**config.mk**
```make
export PLATFORM = sky130hd
export DESIGN_NAME = full_adder_8_bits_behavior
export DESIGN_NICKNAME = d
export VERILOG_FILES = /design/src/rtl/full_adder_8_bits_behavior.sv
export SDC_FILE = /design/constraint.sdc
export NUM_CORES = 1
export LEC_CHECK = 0
export BUFFER_PORTS_ARGS = -buffer_cell sky130_fd_sc_hd__buf_2
export CAP_MARGIN = 30
export CORE_AREA = 2 2 39 41
export CTS_CLUSTER_DIAMETER = 60
export CTS_CLUSTER_SIZE = 16
export DETAILED_ROUTE_END_ITERATION = 8
export DIE_AREA = 0 0 41 43
export PLACE_DENSITY_LB_ADDON = 0.12
export SLEW_MARGIN = 20
export SYNTH_ARGS = -nofsm -noshare
export SYNTH_HDL_FRONTEND = slang
export SYNTH_SLANG_ARGS = --single-unit
```
**constraint.sdc**
```tcl
create_clock -name CLK -period 0.9 [get_ports CLK]
set_clock_uncertainty 0.15 [all_clocks]
set_input_delay 0.045 -clock CLK [delete_from_list [all_inputs] [get_ports CLK]]
set_output_delay 0.045 -clock CLK [all_outputs]
set_load 0.03 [all_outputs]
```
**src/rtl/full_adder_8_bits_behavior.sv**
```systemverilog
// rtl/full_adder_8_bits_behavior.sv - 8-bit ripple-carry adder with optional output registers
//
// full_adder_behavior: one-bit full adder, SUM = A^B^CIN, COUT = majority(A,B,CIN).
// full_adder_8_bits_behavior: eight full_adder_behavior cells chained LSB to MSB.
//   CLK            rising-edge clock (used only when REGISTER_OUTPUTS != 0)
//   RST_N          asynchronous active-low reset, clears S/COUT/OVF
//   CIN            carry into bit 1
//   A1..A8, B1..B8 operands, bit 1 = LSB
//   S1..S8, COUT   sum and carry out of bit 8
//   OVF            signed overflow, present only with `define FA8_OVERFLOW_FLAG_EN
// Parameter REGISTER_OUTPUTS: 1 = one-cycle registered result, 0 = combinational.

module full_adder_behavior (
    input  logic CIN,
    input  logic A,
    input  logic B,
    output logic COUT,
    output logic SUM
);
    always_comb begin
        SUM  = A ^ B ^ CIN;
        COUT = (A & B) | (A & CIN) | (B & CIN);
    end
endmodule

module full_adder_8_bits_behavior #(
    parameter int unsigned REGISTER_OUTPUTS = 1
) (
    input  logic CLK,
    input  logic RST_N,
    input  logic CIN,
    input  logic A1,
    input  logic B1,
    input  logic A2,
    input  logic B2,
    input  logic A3,
    input  logic B3,
    input  logic A4,
    input  logic B4,
    input  logic A5,
    input  logic B5,
    input  logic A6,
    input  logic B6,
    input  logic A7,
    input  logic B7,
    input  logic A8,
    input  logic B8,
    output logic S1,
    output logic S2,
    output logic S3,
    output logic S4,
    output logic S5,
    output logic S6,
    output logic S7,
    output logic S8,
    output logic COUT
`ifdef FA8_OVERFLOW_FLAG_EN
    ,
    output logic OVF
`endif
);
    logic [7:0] a_vec;
    logic [7:0] b_vec;
    logic [8:0] carry;
    logic [7:0] sum_raw;
    logic [7:0] sum_d;
    logic       cout_d;
    logic [7:0] sum_out;
    logic       cout_out;

    assign a_vec    = {A8, A7, A6, A5, A4, A3, A2, A1};
    assign b_vec    = {B8, B7, B6, B5, B4, B3, B2, B1};
    assign carry[0] = CIN;

    genvar i;
    generate
        for (i = 0; i < 8; i++) begin : g_bit
            full_adder_behavior u_fa (
                .CIN  (carry[i]),
                .A    (a_vec[i]),
                .B    (b_vec[i]),
                .COUT (carry[i+1]),
                .SUM  (sum_raw[i])
            );
        end
    endgenerate

    always_comb begin
        sum_d  = sum_raw;
        cout_d = carry[8];
    end

`ifdef FA8_OVERFLOW_FLAG_EN
    logic ovf_d;
    logic ovf_out;

    // Same-sign operands producing a result of the opposite sign.
    always_comb begin
        ovf_d = (a_vec[7] == b_vec[7]) && (sum_d[7] != a_vec[7]);
    end
`endif

    generate
        if (REGISTER_OUTPUTS != 0) begin : g_reg
            logic [7:0] sum_q;
            logic       cout_q;
`ifdef FA8_OVERFLOW_FLAG_EN
            logic       ovf_q;
`endif

            always_ff @(posedge CLK or negedge RST_N) begin
                if (!RST_N) begin
                    sum_q  <= 8'h00;
                    cout_q <= 1'b0;
`ifdef FA8_OVERFLOW_FLAG_EN
                    ovf_q  <= 1'b0;
`endif
                end else begin
                    sum_q  <= sum_d;
                    cout_q <= cout_d;
`ifdef FA8_OVERFLOW_FLAG_EN
                    ovf_q  <= ovf_d;
`endif
                end
            end

            assign sum_out  = sum_q;
            assign cout_out = cout_q;
`ifdef FA8_OVERFLOW_FLAG_EN
            assign ovf_out  = ovf_q;
`endif
        end else begin : g_comb
            assign sum_out  = sum_d;
            assign cout_out = cout_d;
`ifdef FA8_OVERFLOW_FLAG_EN
            assign ovf_out  = ovf_d;
`endif
        end
    endgenerate

    assign {S8, S7, S6, S5, S4, S3, S2, S1} = sum_out;
    assign COUT = cout_out;
`ifdef FA8_OVERFLOW_FLAG_EN
    assign OVF  = ovf_out;
`endif

endmodule

```
==> metrics.txt, run 1 <==
worst hold path type=in2reg; Synthesized Nets=54; IO Count=28; Clock Path Buffers=2; Cells after Synth=27; simple-gate share of the synthesized area=0%; cell internal pwr=0.8777 mW; Ant. Diodes=0; DR vias/cell=3.880; drt total wl=676 um; post-synthesis cell type count=3; delay of the slowest critical-path stage=0.42 ns; Async SR Flop Fraction=100.0%; max-cap viol count=0; Fin Setup TNS=-9.796 ns; NetSw=0.4265 mW; pins over their slew limit=0; Setup crit end kind=register; sequential power share=39.3%; critical-path cell list=buf_8 -> inv_12 -> fa_2 -> inv_2 -> fa_2 -> fa_2 -> fa_2 -> fa_2 -> fa_2 -> fa_2 -> inv_2 -> fa_2 -> inv_2; wire per inst=9.013 um; layout cell share with drive strength beyond 1=74.58%; CTS H-tree lvls=1; # nets final=87; area of the core=0.001384 sq mm; Most used DFF post-synth=dfrtp_1; first-pass GRT wire length=1.186 mm; fraction of the mapped netlist area in adder cells=37.87%; Hold Vio Cnt, Final=6; clock slew seen by the registers of the worst setup and hold paths=0.06 ns; DRC=0; cell taking the most area after synthesis=dfrtp_1; largest net degree at the start of global routing=10; Slew HR=87.21%; Starting Density=30.56%; CP startpoint kind=input pin; die width=41 um; RSZ-0062 raised after global routing=yes; Tot GR Track Use=10.60%; Final Setup Violations=17; Area after DPL=613.1 sq um; YS warnings=0; Slowest-stage cell, CP=fa_2; synth top area cells=dfrtp_1 53%, fa_1 38%, inv_1 8.9%; post-layout util=52.35%; TritonCTS clock tree=done; Power Density=1800 mW/mm^2; most frequent cell after synthesis=inv_1; Critical Path Source=A1; worst-margin pin slew=0.1918 ns; Worst Path Required=0.95 ns; Synth-to-Final Area Change=71.30%; dpl ws=-2.406 ns; clk sinks=9; fillers=127; row count=14; register area share after synthesis=53.25%; post-DP HPWL=602.4 um; cts hold-fix bufs=1; initial antenna violation count=0; largest family of logic cells by synthesized area=adder cells; Peak VDD IR=0.7025 mV; syn avg cell area=15.66 sq um; status=finished, violations left; Synth top area share=53.25%; min Tclk post-route=2.999 ns; total gr overflow=0; placed insts=70; CTS Buf Count=3; post-synthesis compound-gate area fraction=0%; GPL Wtd Cong=0.6241; #FFs+latches synth=9; EDFF count, synth=0; vias in the first global route=349; DIE HEIGHT=43 um; ANT nets after route=0; Synth Cell Area=422.9 sq um; Critical Path End=g_reg.sum_q[7]; fmax=333.4 MHz; Post-CTS Setup Bufs=0; commonest cells in the netlist=10 x inv_1, 9 x dfrtp_1, 8 x fa_1; DRT iter0 DRCs=7; portion of total power attributed to the clock network=23.0%; Die ar.=0.001763 sq mm; PnR worst setup slack=-2.099 ns; Pleak=0.3568 nW; WHS=-0.05905 ns; Worst Setup Path Type=in2reg; Critical Path AT=3.05 ns; Root Driver=clkbuf_4; final std cells w/o fill=75; largest fanout on the critical path=1; Most common cell on crit path=fa_2; fin area=724.4 sq um; PortBufs=27; xor and xnor area share after synthesis=0%; multiplexer area fraction after synthesis=0%; period utilization=333.3%; DRT Pass-1 Iters=2; violations in the final reports=negative hold slack, negative setup slack; switching fraction of total power=32.70%; routed via count=291; combinational share of power=37.7%
## critical path, delay by kind of cell
kind       cells  cell delay, ns
buf+inv        5            0.29
fa+ha+maj      8            2.70
## placed cells by master (no fill, tap or decap), drive strengths merged
cell	instances
buf	27
clkbuf	4
dfrtp	9
dlygate4sd3	1
fa	8
inv	10
## sequential cells by signal (all words and copies together) (netlist names)
| register | cells |
|---|---|
| g_reg.sum_q | 8 |
| COUT | 1 |
## final cells by class
type                    count  area (sq um)  share of cell area, %
clock buffers               4         26.28                  3.627
inverters                  10         55.05                  7.599
multi-input cells           8         180.2                  24.87
flip-flops and latches      9         225.2                  31.09
well taps                  16         20.02                  2.763
repair buffers             28         217.7                  30.05
## power groups by stage
stage / Combinational (mW) / Clock (mW) / Sequential, mW
6_report: 0.492 / 0.300 / 0.512
3_5_place_dp: 0.400 / 0 / 0.501
3_3_place_gp: 0.393 / 0 / 0.500
5_1_grt: 0.538 / 0.332 / 0.520
2_1_floorplan: 0.0813 / 0 / 0.658
4_1_cts: 0.499 / 0.312 / 0.512
## routing by layer
metal | up-vias | share of wire (%) | track usage (%) | wire length, um
met5 | - | 0 | 0 | 0
met4 | 0 | 0 | 6.000 | 0
met3 | 0 | 10 | 3.141 | 68
met2 | 19 | 59 | 19.69 | 400
met1 | 136 | 31 | 8.711 | 207
li1 | 136 | - | - | -
## metrics by stage
stage / power (mW) / hold slack [ns]
global route: 1.391 / -0.06302
CTS: 1.324 / -0.06442
floorplan: 0.7391 / -0.4006
global placement: 0.8931 / -0.2486
detailed placement: 0.9008 / -0.2474
finish: 1.304 / -0.05905
## how the worst min path moves through the flow
| stage | cells after the start | start | slack (ns) | to |
|---|---|---|---|---|
| finish | 2 | B3 | -0.06 | g_reg.sum_q[2] |
| global placement | 1 | RST_N | -0.25 | g_reg.sum_q[0] |
| floorplan | 0 | RST_N | -0.40 | COUT |
| global route | 2 | B3 | -0.06 | g_reg.sum_q[2] |
| CTS | 2 | B3 | -0.06 | g_reg.sum_q[2] |
| detailed placement | 1 | RST_N | -0.25 | g_reg.sum_q[0] |
## what timing repair did
action                     in CTS  in global routing
resized for setup              24                  1
setup endpoints to repair      17                 17
hold endpoints to repair       15                  6
## cells by family after synthesis
logic type	after synthesis
flops	9
fa+ha+maj	8
buf+inv	10
No activity file was read; power rests on OpenSTA's default activity.
==> inputs of run 2 (changes only) <==
SKIP_LAST_GASP = 1   (was default)
TNS_END_PERCENT = 50   (was default)
==> run 2 against run 1 <==
Compared with the run above: the run still ends with negative hold slack, negative setup slack left; global-route usage shrank 0.51 points; critical path depth is the same; via count shrank 1.7%; wire length shrank 3.6%; sequential power shrank 4%; final cell count is the same; first-iteration DRC count grew 14%; utilization shrank 4.1 points; non-clock buffer count is the same; maximum frequency grew 0.11%; sequential cell count is the same; critical path type unchanged; largest power group unchanged.
==> metrics.txt, run 2 (synthesis gave the netlist of run 1 again) <==
PortBufs=27; Pleak=0.3389 nW; status=finished, violations left; DIE HEIGHT=43 um; # nets final=87; Min-Delay Startpoint=B3; placed insts=70; Synth-to-Final Area Change=57.99%; Tot GR Track Use=10.08%; WHS=-0.05645 ns; most frequent cells in the layout=25 x buf_2, 9 x dfrtp_1, 8 x fa_2; Hold Vio Cnt, Final=6; pins over their slew limit=0; GPL Wtd Cong=0.6241; ANT nets after route=0; CTS H-tree lvls=1; row count=14; violations in the final reports=negative hold slack, negative setup slack; total gr overflow=0; DR vias/cell=3.813; PnR worst setup slack=-2.096 ns; routed via count=286; Critical Path AT=3.04 ns; max-cap viol count=0; TritonCTS clock tree=done; Clock Path Buffers=2; Storage cell area=225.2 sq um; period utilization=332.9%; min Tclk post-route=2.996 ns; CP startpoint kind=input pin; Ant. Diodes=0; drt total wl=652 um; fmax=333.8 MHz; metal3 WL=73 um; Die ar.=0.001763 sq mm; IO Count=28; M1 wire length=203 um; Worst Path Required=0.94 ns; CTS Buf Count=3; largest net degree at the start of global routing=10; RSZ-0062 raised after global routing=yes; number of flip-flops in the largest register=8; footprint of the multi-input gates=180.2 sq um; Post-CTS Setup Bufs=0; Final Setup Violations=17; die width=41 um; highest metal used=met3; hold depth=2; clk sinks=9; area of the core=0.001384 sq mm; vias in the first global route=327; Peak VDD IR=0.6606 mV; Power Density=1782 mW/mm^2; Fin Setup TNS=-9.930 ns; initial antenna violation count=0; WHS Endpoint=g_reg.sum_q[2]; DRT iter0 DRCs=8; first-pass GRT wire length=1.138 mm; DRT Pass-1 Iters=3; final std cells w/o fill=75; worst hold path type=in2reg; Root Driver=clkbuf_4; largest fanout on the critical path=1; post-DP HPWL=602.4 um; total chip power=1.190 mW; commonest non-fill, non-tap cell in the layout=buf_2; clock slew seen by the registers of the worst setup and hold paths=0.06 ns; cts hold-fix bufs=1; wire per inst=8.693 um; worst-margin pin slew=0.1922 ns; Starting Density=30.56%; Worst Setup Path Type=in2reg; fillers=133; Setup crit end kind=register; Top reg by flops=g_reg.sum_q; Slew HR=87.19%; layout cell share with drive strength beyond 1=72.88%; DRC=0; met2 wire len=375 um; dpl ws=-2.406 ns
[run 2: routing by layer]
layer	vias up	track usage (%)
li1	135	-
met3	0	3.141
met4	0	6.000
met2	19	17.81
met5	-	0
met1	132	9.059
[run 2: cell type report]
| class | count | share of cell area (%) |
|---|---|---|
| clock buffer | 4 | 3.933 |
| inverter | 10 | 8.240 |
| multi-input combinational | 8 | 26.97 |
| sequential | 9 | 33.71 |
| tap | 16 | 2.996 |
| timing repair buffer | 28 | 24.16 |
[run 2: how the worst max path moves through the flow]
stage                           to  slack, ns  depth (start not counted)  startpoint
finish              g_reg.sum_q[7]      -2.10                         13          A1
global route        g_reg.sum_q[7]      -2.19                         13          A1
detailed placement  g_reg.sum_q[7]      -2.41                         13          A1
global placement    g_reg.sum_q[7]      -2.39                         13          A1
floorplan           g_reg.sum_q[7]      -2.14                         12          A1
CTS                 g_reg.sum_q[7]      -2.11                         13          A1
[run 2: worst max-delay path: stages]
cell and delay (ns):
buf_8 0.11, inv_12 0.04, fa_2 0.18, inv_2 0.03, fa_2 0.34, fa_2 0.36, fa_2 0.35, fa_2 0.35
fa_2 0.35, fa_2 0.35, inv_2 0.06, fa_2 0.41, inv_1 0.06
[run 2: stage by stage]
| step | instance area (sq um) | hold WS, ns | util [%] |
|---|---|---|---|
| 6_report | 668.1 | -0.05645 | 48.28 |
| 5_1_grt | 668.1 | -0.06283 | 48.28 |
| 4_1_cts | 668.1 | -0.06442 | 48.28 |
| 3_5_place_dp | 613.1 | -0.2474 | 44.30 |
| 3_3_place_gp | 613.1 | -0.2486 | 44.30 |
| 2_1_floorplan | 457.9 | -0.4006 | - |
[run 2: power by group]
| group | total [mW] | internal (mW) | switching [mW] | leakage (nW) |
|---|---|---|---|---|
| logic | 0.401 | 0.140 | 0.260 | 0.219 |
| clock network | 0.298 | 0.170 | 0.128 | 0.0150 |
| registers | 0.492 | 0.477 | 0.0153 | 0.105 |
| total | 1.19 | 0.787 | 0.404 | 0.339 |
[run 2: repair_timing]
| item | CTS | global route |
|---|---|---|
| endpoints found under the setup margin | 17 | 17 |
| cloned | 0 | 0 |
| resized for setup | 6 | 0 |
| endpoints found under the hold margin | 15 | 6 |
